`config.mk`:
```
export PLATFORM = sky130hd
export DESIGN_NAME = irq_ctrl_flat
export DESIGN_NICKNAME = d
export VERILOG_FILES = /design/src/rtl/irq_ctrl_if.sv /design/src/rtl/irq_ctrl.sv /design/src/flat_wrapper.sv
export SDC_FILE = /design/constraint.sdc
export NUM_CORES = 1
export LEC_CHECK = 0
export ABC_AREA = 1
export CELL_PAD_IN_SITES_DETAIL_PLACEMENT = 2
export CELL_PAD_IN_SITES_GLOBAL_PLACEMENT = 2
export CORE_MARGIN = 3
export CORE_UTILIZATION = 15
export CTS_CLUSTER_DIAMETER = 60
export CTS_CLUSTER_SIZE = 12
export DETAILED_ROUTE_END_ITERATION = 8
export GPL_TIMING_DRIVEN = 0
export PLACE_DENSITY = 0.87
export SLEW_MARGIN = 30
export SYNTH_ARGS = -nofsm -noshare
export SYNTH_HDL_FRONTEND = slang
export SYNTH_SLANG_ARGS = --single-unit
```
`constraint.sdc`:
```
create_clock -name clk -period 1.1 [get_ports clk]
set_input_delay 0.11 -clock clk [delete_from_list [all_inputs] [get_ports clk]]
set_output_delay 0.11 -clock clk [all_outputs]
set_load 0.01 [all_outputs]
```
`src/rtl/irq_ctrl_if.sv`:
```
// CPU-facing port of the interrupt controller: the req/ack handshake and the
// memory-mapped register bus. The controller uses the slave modport.
interface irq_ctrl_if #(
    parameter int ID_W = 5
);
    logic            irq_req;
    logic [ID_W-1:0] irq_id;
    logic            irq_ack;
    logic [3:0]      reg_addr;
    logic            reg_we;
    logic [31:0]     reg_wdata;
    logic [31:0]     reg_rdata;

    modport master (
        input  irq_req, irq_id, reg_rdata,
        output irq_ack, reg_addr, reg_we, reg_wdata
    );

    modport slave (
        output irq_req, irq_id, reg_rdata,
        input  irq_ack, reg_addr, reg_we, reg_wdata
    );
endinterface

```
`src/rtl/irq_ctrl.sv`:
```
// Interrupt controller: edge-latched pending bits, software enable mask,
// fixed lowest-index-wins priority and a req/ack/EOI handshake with the CPU.
module irq_ctrl #(
    parameter int NUM_IRQ = 2,
    parameter int ID_W    = 5
) (
    input  logic               clk,
    input  logic               rst,
    input  logic [NUM_IRQ-1:0] irq_src,
    irq_ctrl_if.slave          bus
);
    localparam logic [3:0] ADDR_PENDING = 4'h0;
    localparam logic [3:0] ADDR_ENABLE  = 4'h4;
    localparam logic [3:0] ADDR_STATUS  = 4'h8;
    localparam logic [3:0] ADDR_EOI     = 4'hC;

    typedef enum logic [1:0] {IDLE, REQ, SERVICE} state_t;

    state_t             state_reg, state_next;
    logic [NUM_IRQ-1:0] src_q_reg;
    logic [NUM_IRQ-1:0] pending_reg, pending_next;
    logic [NUM_IRQ-1:0] enable_reg, enable_next;
    logic [NUM_IRQ-1:0] set_vec, ack_clr, w1c_clr, cand;
    logic               irq_req_reg, irq_req_next;
    logic [ID_W-1:0]    irq_id_reg, irq_id_next;
    logic [ID_W-1:0]    in_service_reg, in_service_next;
    logic [ID_W-1:0]    winner;
    logic [31:0]        rdata_reg, rdata_next;
    logic               ack_fire, eoi_wr, pend_wr, en_wr;

    assign set_vec  = irq_src & ~src_q_reg;
    assign cand     = pending_reg & enable_reg;
    assign ack_fire = (state_reg == REQ) && bus.irq_ack;
    assign eoi_wr   = bus.reg_we && (bus.reg_addr == ADDR_EOI);
    assign pend_wr  = bus.reg_we && (bus.reg_addr == ADDR_PENDING);
    assign en_wr    = bus.reg_we && (bus.reg_addr == ADDR_ENABLE);

    // Per-source bookkeeping; a fresh edge always wins over both clear paths
    // so that no event is lost.
    generate
        for (genvar gi = 0; gi < NUM_IRQ; gi++) begin : g_src
            assign ack_clr[gi]      = ack_fire && (irq_id_reg == ID_W'(gi));
            assign w1c_clr[gi]      = pend_wr && bus.reg_wdata[gi];
            assign pending_next[gi] = set_vec[gi] |
                                      (pending_reg[gi] & ~ack_clr[gi] & ~w1c_clr[gi]);
            assign enable_next[gi]  = en_wr ? bus.reg_wdata[gi] : enable_reg[gi];
        end
    endgenerate

    // Descending scan so the lowest set index is the last assignment.
    always_comb begin
        winner = '0;
        for (int i = NUM_IRQ - 1; i >= 0; i--) begin
            if (cand[i]) begin
                winner = ID_W'(i);
            end
        end
    end

    always_comb begin
        state_next      = state_reg;
        irq_req_next    = irq_req_reg;
        irq_id_next     = irq_id_reg;
        in_service_next = in_service_reg;
        case (state_reg)
            IDLE: begin
                if (cand != '0) begin
                    irq_req_next = 1'b1;
                    irq_id_next  = winner;
                    state_next   = REQ;
                end
            end
            REQ: begin
                // Request stays frozen until the CPU accepts it.
                if (bus.irq_ack) begin
                    irq_req_next    = 1'b0;
                    in_service_next = irq_id_reg;
                    state_next      = SERVICE;
                end
            end
            SERVICE: begin
                if (eoi_wr) begin
                    in_service_next = '0;
                    state_next      = IDLE;
                end
            end
            default: begin
                state_next   = IDLE;
                irq_req_next = 1'b0;
            end
        endcase
    end

    always_comb begin
        rdata_next = '0;
        case (bus.reg_addr)
            ADDR_PENDING: rdata_next[NUM_IRQ-1:0] = pending_reg;
            ADDR_ENABLE:  rdata_next[NUM_IRQ-1:0] = enable_reg;
            ADDR_STATUS: begin
                rdata_next[ID_W+1:2] = in_service_reg;
                rdata_next[1]        = (state_reg == SERVICE);
                rdata_next[0]        = irq_req_reg;
            end
            default:      rdata_next = '0;
        endcase
    end

    always_ff @(posedge clk or posedge rst) begin
        if (rst) begin
            state_reg      <= IDLE;
            src_q_reg      <= '0;
            pending_reg    <= '0;
            enable_reg     <= '0;
            irq_req_reg    <= 1'b0;
            irq_id_reg     <= '0;
            in_service_reg <= '0;
            rdata_reg      <= '0;
        end else begin
            state_reg      <= state_next;
            src_q_reg      <= irq_src;
            pending_reg    <= pending_next;
            enable_reg     <= enable_next;
            irq_req_reg    <= irq_req_next;
            irq_id_reg     <= irq_id_next;
            in_service_reg <= in_service_next;
            rdata_reg      <= rdata_next;
        end
    end

    assign bus.irq_req   = irq_req_reg;
    assign bus.irq_id    = irq_id_reg;
    assign bus.reg_rdata = rdata_reg;
endmodule

```
`src/flat_wrapper.sv`:
```
// flat-port wrapper written by rule: the top's interface ports become plain ports
module irq_ctrl_flat 
#(
    parameter int NUM_IRQ = 2,
    parameter int ID_W    = 5
)
  (clk, rst, irq_src, bus_irq_req, bus_irq_id, bus_reg_rdata, bus_irq_ack, bus_reg_addr, bus_reg_we, bus_reg_wdata);
  irq_ctrl_if #(.ID_W(ID_W)) bus_i ();
  input  logic clk;
  input  logic rst;
  input  logic [NUM_IRQ-1:0] irq_src;
  output wire logic [$bits(bus_i.irq_req)-1:0] bus_irq_req;
  output wire logic [$bits(bus_i.irq_id)-1:0] bus_irq_id;
  output wire logic [$bits(bus_i.reg_rdata)-1:0] bus_reg_rdata;
  input wire logic [$bits(bus_i.irq_ack)-1:0] bus_irq_ack;
  input wire logic [$bits(bus_i.reg_addr)-1:0] bus_reg_addr;
  input wire logic [$bits(bus_i.reg_we)-1:0] bus_reg_we;
  input wire logic [$bits(bus_i.reg_wdata)-1:0] bus_reg_wdata;
  assign bus_irq_req = bus_i.irq_req;
  assign bus_irq_id = bus_i.irq_id;
  assign bus_reg_rdata = bus_i.reg_rdata;
  assign bus_i.irq_ack = bus_irq_ack;
  assign bus_i.reg_addr = bus_reg_addr;
  assign bus_i.reg_we = bus_reg_we;
  assign bus_i.reg_wdata = bus_reg_wdata;
  irq_ctrl #(.NUM_IRQ(NUM_IRQ), .ID_W(ID_W)) u_core (.clk(clk), .rst(rst), .irq_src(irq_src), .bus(bus_i));
endmodule
```
# After elaboration in Yosys (flattened, before gate mapping)
# Index checks and enable logic that the tools add are counted.
# totals
output_inout_bits	38
ff_bits	26
# classes
bitwise	14
mux	14
n_reduce_logical	17
n_eq_ne	9
# ops
op	n
5-bit 2-to-1 mux	3
2-bit case mux with 3 select lines	2
5-bit case mux with 2 select lines	1
3-bit AND reduction	3
4-bit == test (second input constant)	2
1-bit logical AND	8
2-bit 2-to-1 mux	3
5-bit by 1-bit == test with 1-bit output (second input constant)	1
5-bit logical NOT	1
1-bit NOT	5
1-bit bitwise AND	4
2-bit bitwise AND	2
4-bit by 3-bit == test with 1-bit output (second input constant)	1
4-bit logical NOT	1
1-bit 2-to-1 mux	4
2-bit by 1-bit inequality test with 1-bit output (second input constant)	2
2-bit nonzero test	2
1-bit case mux with 3 select lines	1
2-bit by 1-bit == test with 1-bit output (second input constant)	1
2-bit == test (second input constant)	1
2-bit logical NOT	1
2-bit inequality test (second input constant)	1
2-bit NOT	1
1-bit OR	2
2-bit AND reduction	1

# Logic depth before layout (Yosys ltp)
# depth
depth_word	7
depth_mapped	6

# Least setup slack after synthesis
# Ideal clock, no wire load.
# synth_timing
kind	flip-flop to flip-flop
startpoint	register u_core.state_reg[0]
endpoint	register u_core.irq_req_reg (netlist: u_core.bus.irq_req)
arrival_time_ns	0.812
setup_time_ns	0.118
period_less_slack_ns	0.931
stages_incl_launch_ff	5
setup_slack_ns	0.169
path_cell_list	dfrtp_1 -> nor2_1 -> nand3_1 -> nand4_1 -> nand2_1
# synth_between
elab_chain_len	3
word_cells_on_any_way	8
classes_between	eq/ne: 4; mux: 1; bitwise: 1; reduce/logical: 2
# synth_rtl
element	line	rtl
start: declaration	irq_ctrl.sv:19	state_t state_reg, state_next;
start signal: assignment	irq_ctrl.sv:119	state_reg <= state_next;
2-bit by 1-bit == test with 1-bit output (tied with other cells)	irq_ctrl.sv:65	case (state_reg)
2-bit inequality test (no source line) (tied with other cells)	--	
3-bit AND reduction (no source line)	--	
end signal: assignment	irq_ctrl.sv:123	irq_req_reg <= irq_req_next;
end: declaration	irq_ctrl.sv:24	logic irq_req_reg, irq_req_next;
# Parallel ways exist; a longest one is shown, timed or not.
# A chain may end at the register's enable or synchronous reset.

# Final worst setup path
# layout_timing
startpoint	register u_core.state_reg[1]
endpoint	register u_core.pending_reg[0]
# layout_between
elab_chain_len	7
# layout_rtl
element	line	rtl
2-bit by 1-bit == test with 1-bit output	irq_ctrl.sv:33	assign ack_fire = (state_reg == REQ) && bus.irq_ack;
1-bit logical AND	irq_ctrl.sv:33	
1-bit logical AND	irq_ctrl.sv:42	assign ack_clr[gi] = ack_fire && (irq_id_reg == ID_W'(gi));
1-bit NOT	irq_ctrl.sv:45	(pending_reg[gi] & ~ack_clr[gi] & ~w1c_clr[gi]);
1-bit bitwise AND (2 in series)	irq_ctrl.sv:45	
1-bit OR	irq_ctrl.sv:44	assign pending_next[gi] = set_vec[gi] |
named net u_core.pending_next[0]	irq_ctrl.sv:21	logic [NUM_IRQ-1:0] pending_reg, pending_next;
end signal: assignment	irq_ctrl.sv:121	pending_reg <= pending_next;
end: declaration	irq_ctrl.sv:21	
# The timed path passes the listed nets, and every way through them passes these cells.

==> qor.tcl <==
set qor(chipWidth_um) 84.73
set qor(placedCellCount) 237
set qor(worst_r2r_startpoint) {u_core.state_reg[1]}
set qor(critical_path_source_type) {flop}
set qor(synth-warning-count) 0
set qor(antenna_cells) 0
set qor(rows) 28
set qor(post-route-min-period_ns) 1.025
set qor(grt_pass1_vias) 891
set qor(grtUsageTotal_pct) 7.347
set qor(fmax_mhz) 975.5
set qor(cts-buffers-inserted) 3
set qor(netlist-cell-type-count) 19
set qor(flow.area_growth_from_synthesis_pct) 47.65
set qor(totalPowerFinal_mw) 2.025
set qor(final-instance-count-excl-fill) 242
set qor(first_pass_grt_wire_length_mm) 4.181
set qor(capture_instance_of_the_worst_register_to_register_path) {u_core.pending_reg[0]}
set qor(grt_setup_unrepaired) {yes}
set qor(pre_cts_slack_ns) -0.3029
set qor(postRouteWirelength_mm) 2.426
set qor(initial_utilization_pct) 15.61
set qor(route.detailed.vias_per_inst) 3.438
set qor(cp-end-kind) {flop}
set qor(p_leak_nw) 0.7756
set qor(drt_pass1_iterations) 3
set qor(path_cells) {inv_2 -> nand3_2 -> nor2_1 -> nor2_1 -> nand2_1 -> nand2_1}
set qor(routabilityCongestion) 0.7666
set qor(worst_ir_drop_on_vdd_mv) 0.7474
set qor(worst_slew_pin_slew_ns) 0.5345
set qor(hold_ws_ns) 0.2177
set qor(worstPathMaxFanout) 4
set qor(detailed_place_hpwl_mm) 2.038
set qor(report.final.setup_viol) 0
set qor(critPathKind) {flop to flop}
set qor(initial_antenna_violation_count) 0
set qor(flops_latches_synth) 14
set qor(fillCellCount) 718
set qor(max-clock-path-buffers) 2
set qor(route.antenna.remaining_nets) 0
set qor(synth.area.top_cells) {sky130_fd_sc_hd__dfrtp_1 38%, sky130_fd_sc_hd__buf_4 27%, sky130_fd_sc_hd__nand2_1 8.5%, sky130_fd_sc_hd__inv_1 4.4%, sky130_fd_sc_hd__nand3_1 4.3%}
set qor(relative_slew_slack_pct) 64.33
set qor(result_of_the_run) {complete, no violations}
set qor(timing.critical_path.slowest_cell_delay_ns) 0.43
set qor(design.die.area_mm2) 0.007178
set qor(worst_path_clk_slew_ns) 0.06
set qor(power-per-cell-area_mw_per_mm2) 1475
set qor(worst-r2r-cell-count) 6
set qor(nets) 211
set qor(timing.reg2reg.setup_slack_ns) 0.07
set qor(cts_root_buffer) {sky130_fd_sc_hd__clkbuf_8}
set qor(critical_path.slowest_cell) {sky130_fd_sc_hd__dfrtp_1}
set qor(critPathLaunch) {u_core.state_reg[1]}
set qor(remaining_drc_errors) 0
set qor(layout-drive-gt1-share_pct) 30.54
set qor(cap_violations) 0
set qor(critPathRequiredTime_ns) 1.23
set qor(route.detailed.wl_per_inst_um) 10.02
set qor(vias) 832
set qor(final_design_area_no_fill_mm2) 0.001373
set qor(io-pin-count) 80
set qor(drt_iter0_drc) 36
set qor(port-buffer-count) 16
set qor(syn_inst) 114
set qor(flip_flop_count_of_the_largest_register_all_copies_and_words_added) 3
set qor(syn_area_um2) 929.6
set qor(dpl-instance-area_mm2) 0.001304
set qor(dieHeight_um) 84.73
set qor(critical_path_arrival_ns) 1.16
set qor(ys_seq_area_share_pct) 37.69
set qor(core_area_mm2) 0.005956
set qor(syn_avg_cell_area_um2) 8.155
set qor(endpoint) {u_core.pending_reg[0]}
set qor(worst_hold_path_type) {primary input to async pin}
set qor(final.setup_skew_ns) 0.002013
set qor(final_max_slew_viol_count) 0
set qor(synth.top_cell.area_share_pct) 37.69
set qor(tritoncts_clock_tree) {built}
set qor(grt_remaining_overflow) 0
set qor(htree_levels) 1
set qor(timing.final.hold_violations) 0
set qor(clkLatencyLatePin_ns) 0.24
set qor(cts_num_sinks) 14
set qor(yosysTopAreaCell) {sky130_fd_sc_hd__dfrtp_1}
set qor(timing.final.crit_share_pct) 93.20
set qor(setup_ws_ns) 0.07485
set qor(maximum_number_of_pins_on_one_net_before_global_route_repair) 15
==> synthesized netlist by cell type <==
library cell,count
sky130_fd_sc_hd__buf_4,33
sky130_fd_sc_hd__nand2_1,21
sky130_fd_sc_hd__dfrtp_1,14
sky130_fd_sc_hd__inv_1,11
sky130_fd_sc_hd__nand3_1,8
sky130_fd_sc_hd__nand4_1,6
sky130_fd_sc_hd__nor2_1,5
sky130_fd_sc_hd__o21ai_1,3
sky130_fd_sc_hd__inv_2,2
sky130_fd_sc_hd__nor2_2,2
sky130_fd_sc_hd__a31oi_1,1
sky130_fd_sc_hd__clkinv_1,1
sky130_fd_sc_hd__conb_1,1
sky130_fd_sc_hd__nand2_2,1
sky130_fd_sc_hd__nand3_2,1
sky130_fd_sc_hd__nand4_2,1
sky130_fd_sc_hd__nor2_8,1
sky130_fd_sc_hd__nor3_1,1
sky130_fd_sc_hd__nor3b_2,1
==> layer usage <==
metal  GRT usage (%)  vias up  share of wire (%)
li1                -      399                  -
met5               0        -                  0
met1           7.564      402                 32
met2           14.16       27                 59
met3           1.865        4                7.3
met4           2.590        0                1.6
==> where the power goes <==
group | internal, mW | total (mW) | switching (mW)
Combinational | 0.367 | 0.802 | 0.435
Clock | 0.242 | 0.411 | 0.169
Sequential | 0.664 | 0.812 | 0.149
Total | 1.27 | 2.02 | 0.753
==> what timing repair did <==
action | CTS | global route
hold buffers | 0 | 0
resized for setup | 7 | 5
cloned | 0 | 0
buffers inserted | 2 | 0
endpoints found under the setup margin | 8 | 7
==> cells by family (layout without fill, tap and decap cells) <==
| kind of cell | Yosys count | count (layout) | share of synthesized area, % |
|---|---|---|---|
| flip-flops | 14 | 14 | 37.69 |
| AO/OA/AOI/OAI | 4 | 4 | 2.288 |
| buffers and inverters | 47 | 68 | 32.30 |
| AND/OR/NAND/NOR | 48 | 48 | 27.32 |
| other | 1 | 33 | 0.4034 |
==> how the worst min path moves through the flow <==
| stage | from | end | cells after the start |
|---|---|---|---|
| after detailed placement | u_core.src_q_reg[0] | u_core.pending_reg[0] | 3 |
| after CTS | rst | u_core.state_reg[0] | 2 |
| after floorplan | rst | u_core.bus.irq_id[0] | 1 |
| after global placement | u_core.src_q_reg[1] | u_core.pending_reg[1] | 3 |
| after global routing | rst | u_core.bus.reg_rdata[0] | 2 |
| final | rst | u_core.bus.reg_rdata[2] | 2 |
==> through the flow <==
stage,TNS [ns],util (%)
2_1_floorplan,0,-
3_3_place_gp,-1.028,21.89
3_5_place_dp,-1.481,21.89
4_1_cts,0,22.82
5_1_grt,-0.05766,23.05
6_report,0,23.05
==> cell type report <==
cell class / instances / area [um2] / share of cell area (%)
plain buffers: 33 / 247.7 / 18.05
clock buffers: 3 / 41.29 / 3.008
inverters: 14 / 52.55 / 3.829
multi-input cells: 85 / 414.1 / 30.17
flip-flops and latches: 14 / 351.6 / 25.62
well taps: 75 / 93.84 / 6.837
repair buffers: 18 / 171.4 / 12.49
==> critical path, delay by kind of cell (launching register included) <==
family	cells	cell delay (ns)
AND/OR/NAND/NOR	5	0.35
buffers and inverters	1	0.13
flip-flops	1	0.43
==> placed cells by master, fill, tap and decap left out, drive strengths merged <==
cell and instances:
a31oi 1, nor3 1, nand2 22, clkdlybuf4s50 10, clkinv 1, dlygate4sd2 5, inv 13, nor2 8
clkbuf 3, o21ai 3, dlymetal6s2s 1, dfrtp 14, conb 33, nand3 9, nor3b 1, buf 35
nand4 7
(Power assumes the default switching activity.)
